$ cat config.mk
export PLATFORM = sky130hd
export DESIGN_NAME = flappy_core
export DESIGN_NICKNAME = d
export VERILOG_FILES = /design/src/rtl/flappy_core.sv
export SDC_FILE = /design/constraint.sdc
export NUM_CORES = 1
export LEC_CHECK = 0
export BUFFER_PORTS_ARGS = -buffer_cell sky130_fd_sc_hd__buf_2
export CAP_MARGIN = 5
export CORE_MARGIN = 2
export CORE_UTILIZATION = 53
export DETAILED_ROUTE_END_ITERATION = 8
export GPL_TIMING_DRIVEN = 0
export PLACE_DENSITY = 0.8
export RECOVER_POWER = 50
export SKIP_CTS_REPAIR_TIMING = 1
export SLEW_MARGIN = 20
export SYNTH_ARGS = -nofsm -noshare
export SYNTH_HDL_FRONTEND = slang
export SYNTH_SLANG_ARGS = --single-unit
$ cat constraint.sdc
create_clock -name clk -period 3.9 [get_ports clk]
set_input_delay 0.39 -clock clk [delete_from_list [all_inputs] [get_ports clk]]
set_output_delay 0.39 -clock clk [all_outputs]
set_load 0.02 [all_outputs]
$ cat src/rtl/flappy_core.sv
// Game engine for the LED-matrix flappy game: bird, scrolling pipes, collision,
// BCD score and the IDLE/PLAY/DEAD state, all advanced by a one-clk tick strobe.
module flappy_core #(
  parameter int ROWS         = 8,
  parameter int COLS         = 8,
  parameter int BIRD_COL     = 6,
  parameter int GAP          = 3,
  parameter int SPACING      = 4,
  parameter int FALL_DIV     = 4,
  parameter int SCROLL_DIV   = 8,
  parameter int SCORE_DIGITS = 3
) (
  input  logic                        clk,
  input  logic                        reset,
  input  logic                        tick,
  input  logic                        flap,
  output logic [ROWS*COLS-1:0]        red_array,
  output logic [ROWS*COLS-1:0]        green_array,
  output logic [$clog2(ROWS)-1:0]     bird_row,
  output logic [1:0]                  state,
  output logic [4*SCORE_DIGITS-1:0]   score_bcd,
  output logic                        game_over
);
  localparam int RW = $clog2(ROWS);
  localparam int FW = (FALL_DIV   > 1) ? $clog2(FALL_DIV)   : 1;
  localparam int SW = (SCROLL_DIV > 1) ? $clog2(SCROLL_DIV) : 1;
  localparam int PW = (SPACING    > 1) ? $clog2(SPACING)    : 1;
  localparam int NG = ROWS - GAP + 1;

  typedef enum logic [1:0] {IDLE = 2'd0, PLAY = 2'd1, DEAD = 2'd2} state_t;

  state_t                    st, st_n;
  logic [RW-1:0]             row_n;
  logic [FW-1:0]             fall_cnt, fall_n;
  logic [SW-1:0]             scroll_cnt, scroll_n;
  logic [PW-1:0]             space_cnt, space_n;
  logic [ROWS*COLS-1:0]      green_n, green_scr;
  logic [COLS-1:0]           pflag, flag_n;
  logic [4*SCORE_DIGITS-1:0] score_n, score_inc;
  logic [15:0]               lfsr;
  logic                      flap_q, flap_pend, flap_ev;
  logic                      fall_step, scroll_step, hit, inc_carry;
  logic [7:0]                gap_lo;
  logic [ROWS-1:0]           pipe_col, bird_cur, bird_scr;

  assign state     = st;
  assign game_over = (st == DEAD);
  // a rise on the same clk as the tick still counts for that tick
  assign flap_ev   = flap_pend | (flap & ~flap_q);
  assign gap_lo    = lfsr[7:0] % 8'(NG);

  for (genvar r = 0; r < ROWS; r++) begin : g_row
    assign pipe_col[r]        = (space_cnt == '0) &&
                                !((8'(r) >= gap_lo) && (8'(r) < gap_lo + 8'(GAP)));
    assign green_scr[r*COLS]  = pipe_col[r];
    for (genvar c = 1; c < COLS; c++) begin : g_shift
      assign green_scr[r*COLS+c] = green_array[r*COLS+c-1];
    end
    assign bird_cur[r] = green_array[r*COLS+BIRD_COL];
    assign bird_scr[r] = green_scr[r*COLS+BIRD_COL];
    for (genvar c = 0; c < COLS; c++) begin : g_red
      assign red_array[r*COLS+c] = (c == BIRD_COL) && (bird_row == RW'(r));
    end
  end

  // BCD increment with ripple carry, holding at all-nines
  always_comb begin
    score_inc = score_bcd;
    inc_carry = 1'b1;
    for (int d = 0; d < SCORE_DIGITS; d++) begin
      if (inc_carry) begin
        if (score_bcd[4*d +: 4] == 4'd9) begin
          score_inc[4*d +: 4] = 4'd0;
        end else begin
          score_inc[4*d +: 4] = score_bcd[4*d +: 4] + 4'd1;
          inc_carry = 1'b0;
        end
      end
    end
    if (inc_carry) score_inc = score_bcd;
  end

  always_comb begin
    st_n        = st;
    row_n       = bird_row;
    fall_n      = fall_cnt;
    scroll_n    = scroll_cnt;
    space_n     = space_cnt;
    green_n     = green_array;
    flag_n      = pflag;
    score_n     = score_bcd;
    fall_step   = 1'b0;
    scroll_step = 1'b0;
    hit         = 1'b0;
    if (tick) begin
      case (st)
        IDLE: if (flap_ev) begin
          score_n = '0;
          row_n   = bird_row + 1'b1;
          st_n    = PLAY;
        end
        PLAY: begin
          if (flap_ev) begin
            if (bird_row != RW'(ROWS-1)) row_n = bird_row + 1'b1;
            fall_n = '0;
          end else if (fall_cnt == FW'(FALL_DIV-1)) begin
            fall_n    = '0;
            fall_step = 1'b1;
            if (bird_row != '0) row_n = bird_row - 1'b1;
          end else begin
            fall_n = fall_cnt + 1'b1;
          end
          if (scroll_cnt == SW'(SCROLL_DIV-1)) begin
            scroll_step = 1'b1;
            scroll_n    = '0;
            green_n     = green_scr;
            flag_n      = (pflag << 1) | COLS'(space_cnt == '0);
            space_n     = (space_cnt == PW'(SPACING-1)) ? '0 : space_cnt + 1'b1;
          end else begin
            scroll_n = scroll_cnt + 1'b1;
          end
          // collision looks at the board as it will be after this tick
          hit = (fall_step && (bird_row == '0)) ||
                (scroll_step ? bird_scr[row_n] : bird_cur[row_n]);
          if (hit)                              st_n    = DEAD;
          else if (scroll_step && pflag[BIRD_COL]) score_n = score_inc;
        end
        DEAD: if (flap_ev) begin
          st_n     = IDLE;
          green_n  = '0;
          flag_n   = '0;
          row_n    = RW'(ROWS/2);
          fall_n   = '0;
          scroll_n = '0;
          space_n  = '0;
        end
        default: st_n = IDLE;
      endcase
    end
  end

  always_ff @(posedge clk) begin
    if (reset) st <= IDLE;
    else       st <= st_n;
  end

  always_ff @(posedge clk) begin
    if (reset) begin
      bird_row    <= RW'(ROWS/2);
      fall_cnt    <= '0;
      scroll_cnt  <= '0;
      space_cnt   <= '0;
      green_array <= '0;
      pflag       <= '0;
      score_bcd   <= '0;
      lfsr        <= 16'hACE1;
      flap_q      <= 1'b0;
      flap_pend   <= 1'b0;
    end else begin
      bird_row    <= row_n;
      fall_cnt    <= fall_n;
      scroll_cnt  <= scroll_n;
      space_cnt   <= space_n;
      green_array <= green_n;
      pflag       <= flag_n;
      score_bcd   <= score_n;
      lfsr        <= {lfsr[0] ^ lfsr[2] ^ lfsr[3] ^ lfsr[5], lfsr[15:1]};
      flap_q      <= flap;
      if (tick)                flap_pend <= 1'b0;
      else if (flap & ~flap_q) flap_pend <= 1'b1;
    end
  end
endmodule

-- Word level (Yosys, flattened, before mapping)
Index checks and enable logic that the tools add are counted.
- input bits: 4
- bits in registers: 113
- output and inout bits: 146
- word-level logic and storage cells: 169
- divide/modulo/power cells: 1
- reductions and logical operators: 42
- bitwise gates (word level): 7
- $lt $le $gt $ge: 17
- multiplexer cells: 55
- $add $sub $neg: 9
- eq/ne operators: 25
- operators by type and width (cell ; number):
    two-way mux 64 bit ; 2
    one-hot mux 64 bit (2 select lines) ; 1
    two-way mux 12 bit ; 4
    >= comparator 3 x 8 -> 1 bit, first input constant ; 4
    less-than comparator 3 x 8 -> 1 bit, first input constant ; 4
    two-way mux 3 bit ; 10
    one-hot mux 12 bit (2 select lines) ; 1
    two-way mux 4 bit ; 5
    logical AND 1 bit ; 18
    >= comparator 1 x 8 -> 1 bit, first input constant ; 2
    >= comparator 2 x 8 -> 1 bit, first input constant ; 2
    less-than comparator 1 x 8 -> 1 bit, first input constant ; 2
    less-than comparator 2 x 8 -> 1 bit, first input constant ; 2
    != test 2 bit, second input constant ; 8
    equality test 3 bit, second input constant ; 5
    two-way mux 1 bit ; 15
    two-way mux 2 bit ; 7
    two-way mux 7 bit ; 2
    one-hot mux 7 bit (2 select lines) ; 1
    AND reduction 7 bit ; 2
    adder 4 x 1 -> 4 bit, second input constant ; 3
    equality test 4 bit, second input constant ; 3
    AND reduction 4 bit ; 3
    one-hot mux 3 bit (3 select lines) ; 1
    30 further kinds ; 49

-- Logic depth before layout (Yosys ltp)
- depth after elaboration: 12
- gate-level depth with buffers: 14
- mapped depth without buffers: 13

-- Worst setup path before layout
Ideal clock, no wire load.
- path kind: reg-to-reg
- start point: register bird_row[0]
- end point: register score_bcd[7]
- data arrival time: 3.309 ns
- path slack: 0.504 ns
- required time: 3.813 ns
- stages on the path, launching flop included: 13
- clock period less this slack: 3.396 ns
- library setup time: 0.087 ns
- buffers on the path: 0
- cell sequence: dfxtp_1 -> inv_1 -> ha_1 -> nand2b_1 -> inv_2 -> or4b_4 -> o221a_4 -> o21ai_1 -> a32oi_1 -> a32oi_2 -> nand2_2 -> or4_4 -> o31ai_1
- elaborated cells between the ends (all ways): 20
- those cells by class: add/sub: 2; eq/ne: 2; mux: 11; reduce/logical: 5
- RTL lines (element ; RTL line ; RTL):
    start: declaration ; 19 ; output logic [$clog2(ROWS)-1:0] bird_row,
    start signal: assignment ; 149 ; bird_row <= RW'(ROWS/2);
    start signal: assignment ; 160 ; bird_row <= row_n;
    zero test 3 bit ; n/a ;
    named net red_array[6] ; 17 ; output logic [ROWS*COLS-1:0] red_array,
    logical AND 1 bit ; 123 ; hit = (fall_step && (bird_row == '0)) ||
    logical OR 1 bit ; 123 ;
    != test 2 bit (no source line) ; n/a ;
    AND reduction 7 bit (no source line) ; n/a ;
    end signal: assignment ; 166 ; score_bcd <= score_n;
    end: declaration ; 21 ; output logic [4*SCORE_DIGITS-1:0] score_bcd,
The timed path passes the listed nets, and every way through them passes these cells. The select of a mux whose other input is x is not followed.
A chain may end at the register's enable or synchronous reset.

-- Worst setup path in the final report
- start point: register bird_row[0]
- end point: register score_bcd[1]
- word-level cells in the longest chain between the ends: 12
- elaborated cells between the ends (all ways): 20
- those cells by class: add/sub: 2; eq/ne: 2; mux: 11; reduce/logical: 5
- RTL lines (element ; RTL line ; RTL):
    subtractor 3 x 1 -> 3 bit / nonzero test 3 bit (equally long branches) ; 109 ; if (bird_row != '0) row_n = bird_row - 1'b1;
    two-way mux 3 bit ; 109 ;
    two-way mux 3 bit ; 106 ; end else if (fall_cnt == FW'(FALL_DIV-1)) begin
    two-way mux 3 bit ; 103 ; if (flap_ev) begin
    two-way mux 3 bit ; 96 ; case (st)
    two-way mux 3 bit ; 95 ; if (tick) begin
    binary-select mux 1 bit (select 3 bit) ; 124 ; (scroll_step ? bird_scr[row_n] : bird_cur[row_n]);
    two-way mux 1 bit (implied by the code) ; 124 ;
    two-way mux 1 bit ; 124 ;
    logical OR 1 bit * ; 123 ;
    != test 2 bit (no source line) * ; n/a ;
    AND reduction 6 bit (no source line) * ; n/a ;
Mark *: on every way between the ends. The rest lies on a longest branch, timed or not. The select of a mux whose other input is x is not followed.

==> metrics.md <==
| Metric | Value |
|---|---|
| Run status | complete, no violations |
| Global-route wire length before repair | 22300 um |
| Antenna Cells | 0 |
| Final hold slack | 0.113 ns |
| Worst skew pair latency | 0.53 ns |
| CTS Sinks | 113 |
| Clock Path Buffers | 2 |
| Critical Path RT | 4.34 ns |
| Die W | 109 um |
| RR Startpoint | bird_row[0] |
| Core ar. | 0.0108 mm^2 |
| Vias per cell | 5.30 |
| Crit path time final | 3.59 ns |
| Worst Setup SP | bird_row[0] |
| Reg2Reg Depth | 14 |
| Synthesized area per cell | 8.06 um^2 |
| Crit-path max FO | 9 |
| Stages on the worst setup path | 14 |
| Synth top area share | 38.8% |
| Final WL | 14300 um |
| Vias in the first global route | 4716 |
| Top Ports | 150 |
| Cells after Synth | 724 |
| Async set-or-reset flop fraction in the synthesized netlist | 0% |
| Largest net degree at the start of global routing | 17 |
| Initial Util | 54.0% |
| Yosys warns | 0 |
| Commonest cells after routing, fill and taps aside | 126 x clkbuf_1, 113 x dfxtp_1, 100 x nand2_1 |
| Total CTS buffers | 17 |
| VDD IR-drop max | 0.307 mV |
| GRT overflow | 0 |
| Max-slew violation count | 0 |
| H-tree Lvls | 4 |
| Via count | 5524 |
| Nets | 921 |
| Worst Hold Class | in2reg |
| Synth area leader | dfxtp_1 |
| DRC Markers | 0 |
| PortBufs | 92 |
| Max Clock Freq | 279 MHz |
| Critical Path, Cell by Cell | inv_1 -> ha_1 -> nand2b_1 -> inv_2 -> or4b_4 -> o221a_4 -> nor2_2 -> o211ai_1 -> a32oi_2 -> buf_4 -> buf_4 -> nand2_1 -> or4_1 -> a31oi_1 |
| RePlAce Congestion | 0.844 |
| Top cells by area, synth | dfxtp_1 39%, a21oi_1 7.6%, buf_4 7.2%, nand2_1 6.4%, nand3_1 6.0% |
| Power per standard cell area | 449 mW/mm^2 |
| Setup-failing EPs final | 0 |
| Wirelength per Cell | 13.7 um |
| Critical path class | reg2reg |
| Antenna-violating nets left | 0 |
| Cell Rows | 38 |
| TritonCTS clock tree | yes |
| Fin. Hold Viols | 0 |
| Die area | 0.0119 mm^2 |
| DP Area | 0.00668 mm^2 |
| Layout area overhead | 22.2% |
| LEAKAGE | 2.77 nW |
| Flop2flop setup slack | 0.31 ns |
| Die H | 109 um |
| CP Capture Point | score_bcd[1] |
| RSZ-0062 raised after global routing | false |
| Pre-Repair DR Iteration Count | 5 |
| Fraction of the yosys area taken by sequential cells | 38.8% |
| DP HPWL | 9920 um |
| Most common cell after layout, fill and taps aside | clkbuf_1 |
| Synth cell types | 73 |
| Initial antenna violation count | 0 |
| Critical path arrival | 4.03 ns |
| CP bufs+invs | 4 |
| Max_slew headroom | 42.4% |
| Slew @ Worst Pin | 0.852 ns |
| Worst setup SP type | flop |
| RR Endpoint | score_bcd[1] |
| Root Driver | clkbuf_8 |
| CP max stage cell | or4b_4 |
| Gr usage total | 24.1% |
| Skew final | 0.00625 ns |
| #FFs+latches synth | 113 |
| Final instance area | 0.00713 mm^2 |
| Post-synth EDFFs | 0 |
| Layout cells sized above 1 | 12.7% |
| Top_reg_cell synth | dfxtp_1 |
| Drt initial violations | 342 |
| Post-Place Worst Slack | 0.000986 ns |
| CP Capture Type | flop |
| Top delay family on crit path | simple AND/OR/NAND/NOR gates |
| Period utilisation layout | 92.1% |
| Most used cell, CP | buf_4 |
| Worst setup margin | 0.310 ns |
| Max Cap Violations | 0 |
| Synthesized cell area | 0.00583 mm^2 |
| Crit-path max cell delay | 0.53 ns |
| CTS clk-pin slew, worst paths | 0.06 ns |
==> through the flow <==
stage,utilization [%],TNS [ns],instances,power [mW]
final,66.0,0,1043,3.20
after global routing,66.0,0,1043,3.33
after CTS,66.7,-0.00764,1040,3.20
after detailed placement,61.8,0,1011,1.83
after global placement,61.8,0,1011,1.83
after floorplan,-,0,779,1.70
==> cell usage after synthesis (3+ instances only) <==
cell	count
xnor2_1	3
nand2_1	100
nor4b_1	5
o211ai_1	6
mux2i_1	10
and2_1	4
nor2_1	24
a21oi_1	88
a31oi_1	5
buf_4	56
dfxtp_1	113
nor4bb_1	3
or4_1	3
buf_1	6
inv_1	18
nand3b_1	3
nand4_1	3
and3_1	4
nor4_1	4
nand3_1	70
or3_1	5
o21a_1	4
o21ai_0	16
nor2b_1	15
xor2_1	4
or2_2	9
ha_1	24
clkbuf_1	42
o21ai_1	8
nand2b_1	5
a211oi_1	7
nor3b_1	3
nor3_1	7
o31ai_1	3
==> cell type report <==
cell class	instances	area, um^2
Multi-Input combinational cell	542	3120
Sequential cell	113	2260
Clock buffer	18	428
Fill cell	953	3660
Buffer	104	601
Timing Repair Buffer	95	378
Inverter	20	75.1
Tap cell	140	175
Clock inverter	11	93.8
==> metal layers <==
| metal | GRT usage [%] | up-vias | wire [um] |
|---|---|---|---|
| li1 | - | 2760 | - |
| met1 | 30.9 | 2517 | 6340 |
| met2 | 36.6 | 212 | 6440 |
| met3 | 8.01 | 35 | 1050 |
| met4 | 10.7 | 0 | 433 |
| met5 | 0 | - | 0 |
==> cells by family (layout without fill, tap and decap cells) <==
group	count (synthesis)	after routing	synth area share [%]
multiplexers	12	12	2.10
other	1	56	0.0643
flip-flops	113	113	38.8
buffers and inverters	124	248	11.6
AND/OR/NAND/NOR	278	278	24.1
adder cells (fa/ha/maj)	24	24	5.15
AO/OA/AOI/OAI	165	165	17.2
XOR/XNOR	7	7	1.05
==> worst min-delay path by stage <==
| stage | from | endpoint | slack, ns | cells past startpoint |
|---|---|---|---|---|
| 2_1_floorplan | lfsr[11] | lfsr[10] | 0.39 | 1 |
| 4_1_cts | flap | flap_q | 0.10 | 2 |
| 6_report | flap | flap_q | 0.11 | 2 |
| 5_1_grt | flap | flap_q | 0.15 | 2 |
| 3_3_place_gp | lfsr[8] | lfsr[7] | 0.39 | 1 |
| 3_5_place_dp | lfsr[12] | lfsr[11] | 0.40 | 1 |
==> where the power goes <==
part	switching (mW)	internal, mW	leakage [nW]
logic	0.398	0.202	1.60
registers	0.0370	1.19	0.916
clock network	0.530	0.843	0.262
total	0.965	2.24	2.77
==> state kept, by name, indices dropped and copies added (netlist names), 2 cells and up <==
name	cells
green_array	64
lfsr	16
score_bcd	12
pflag	7
bird_row	3
scroll_cnt	3
fall_cnt	2
space_cnt	2
state	2
Power figures use the tool's default switching activity.
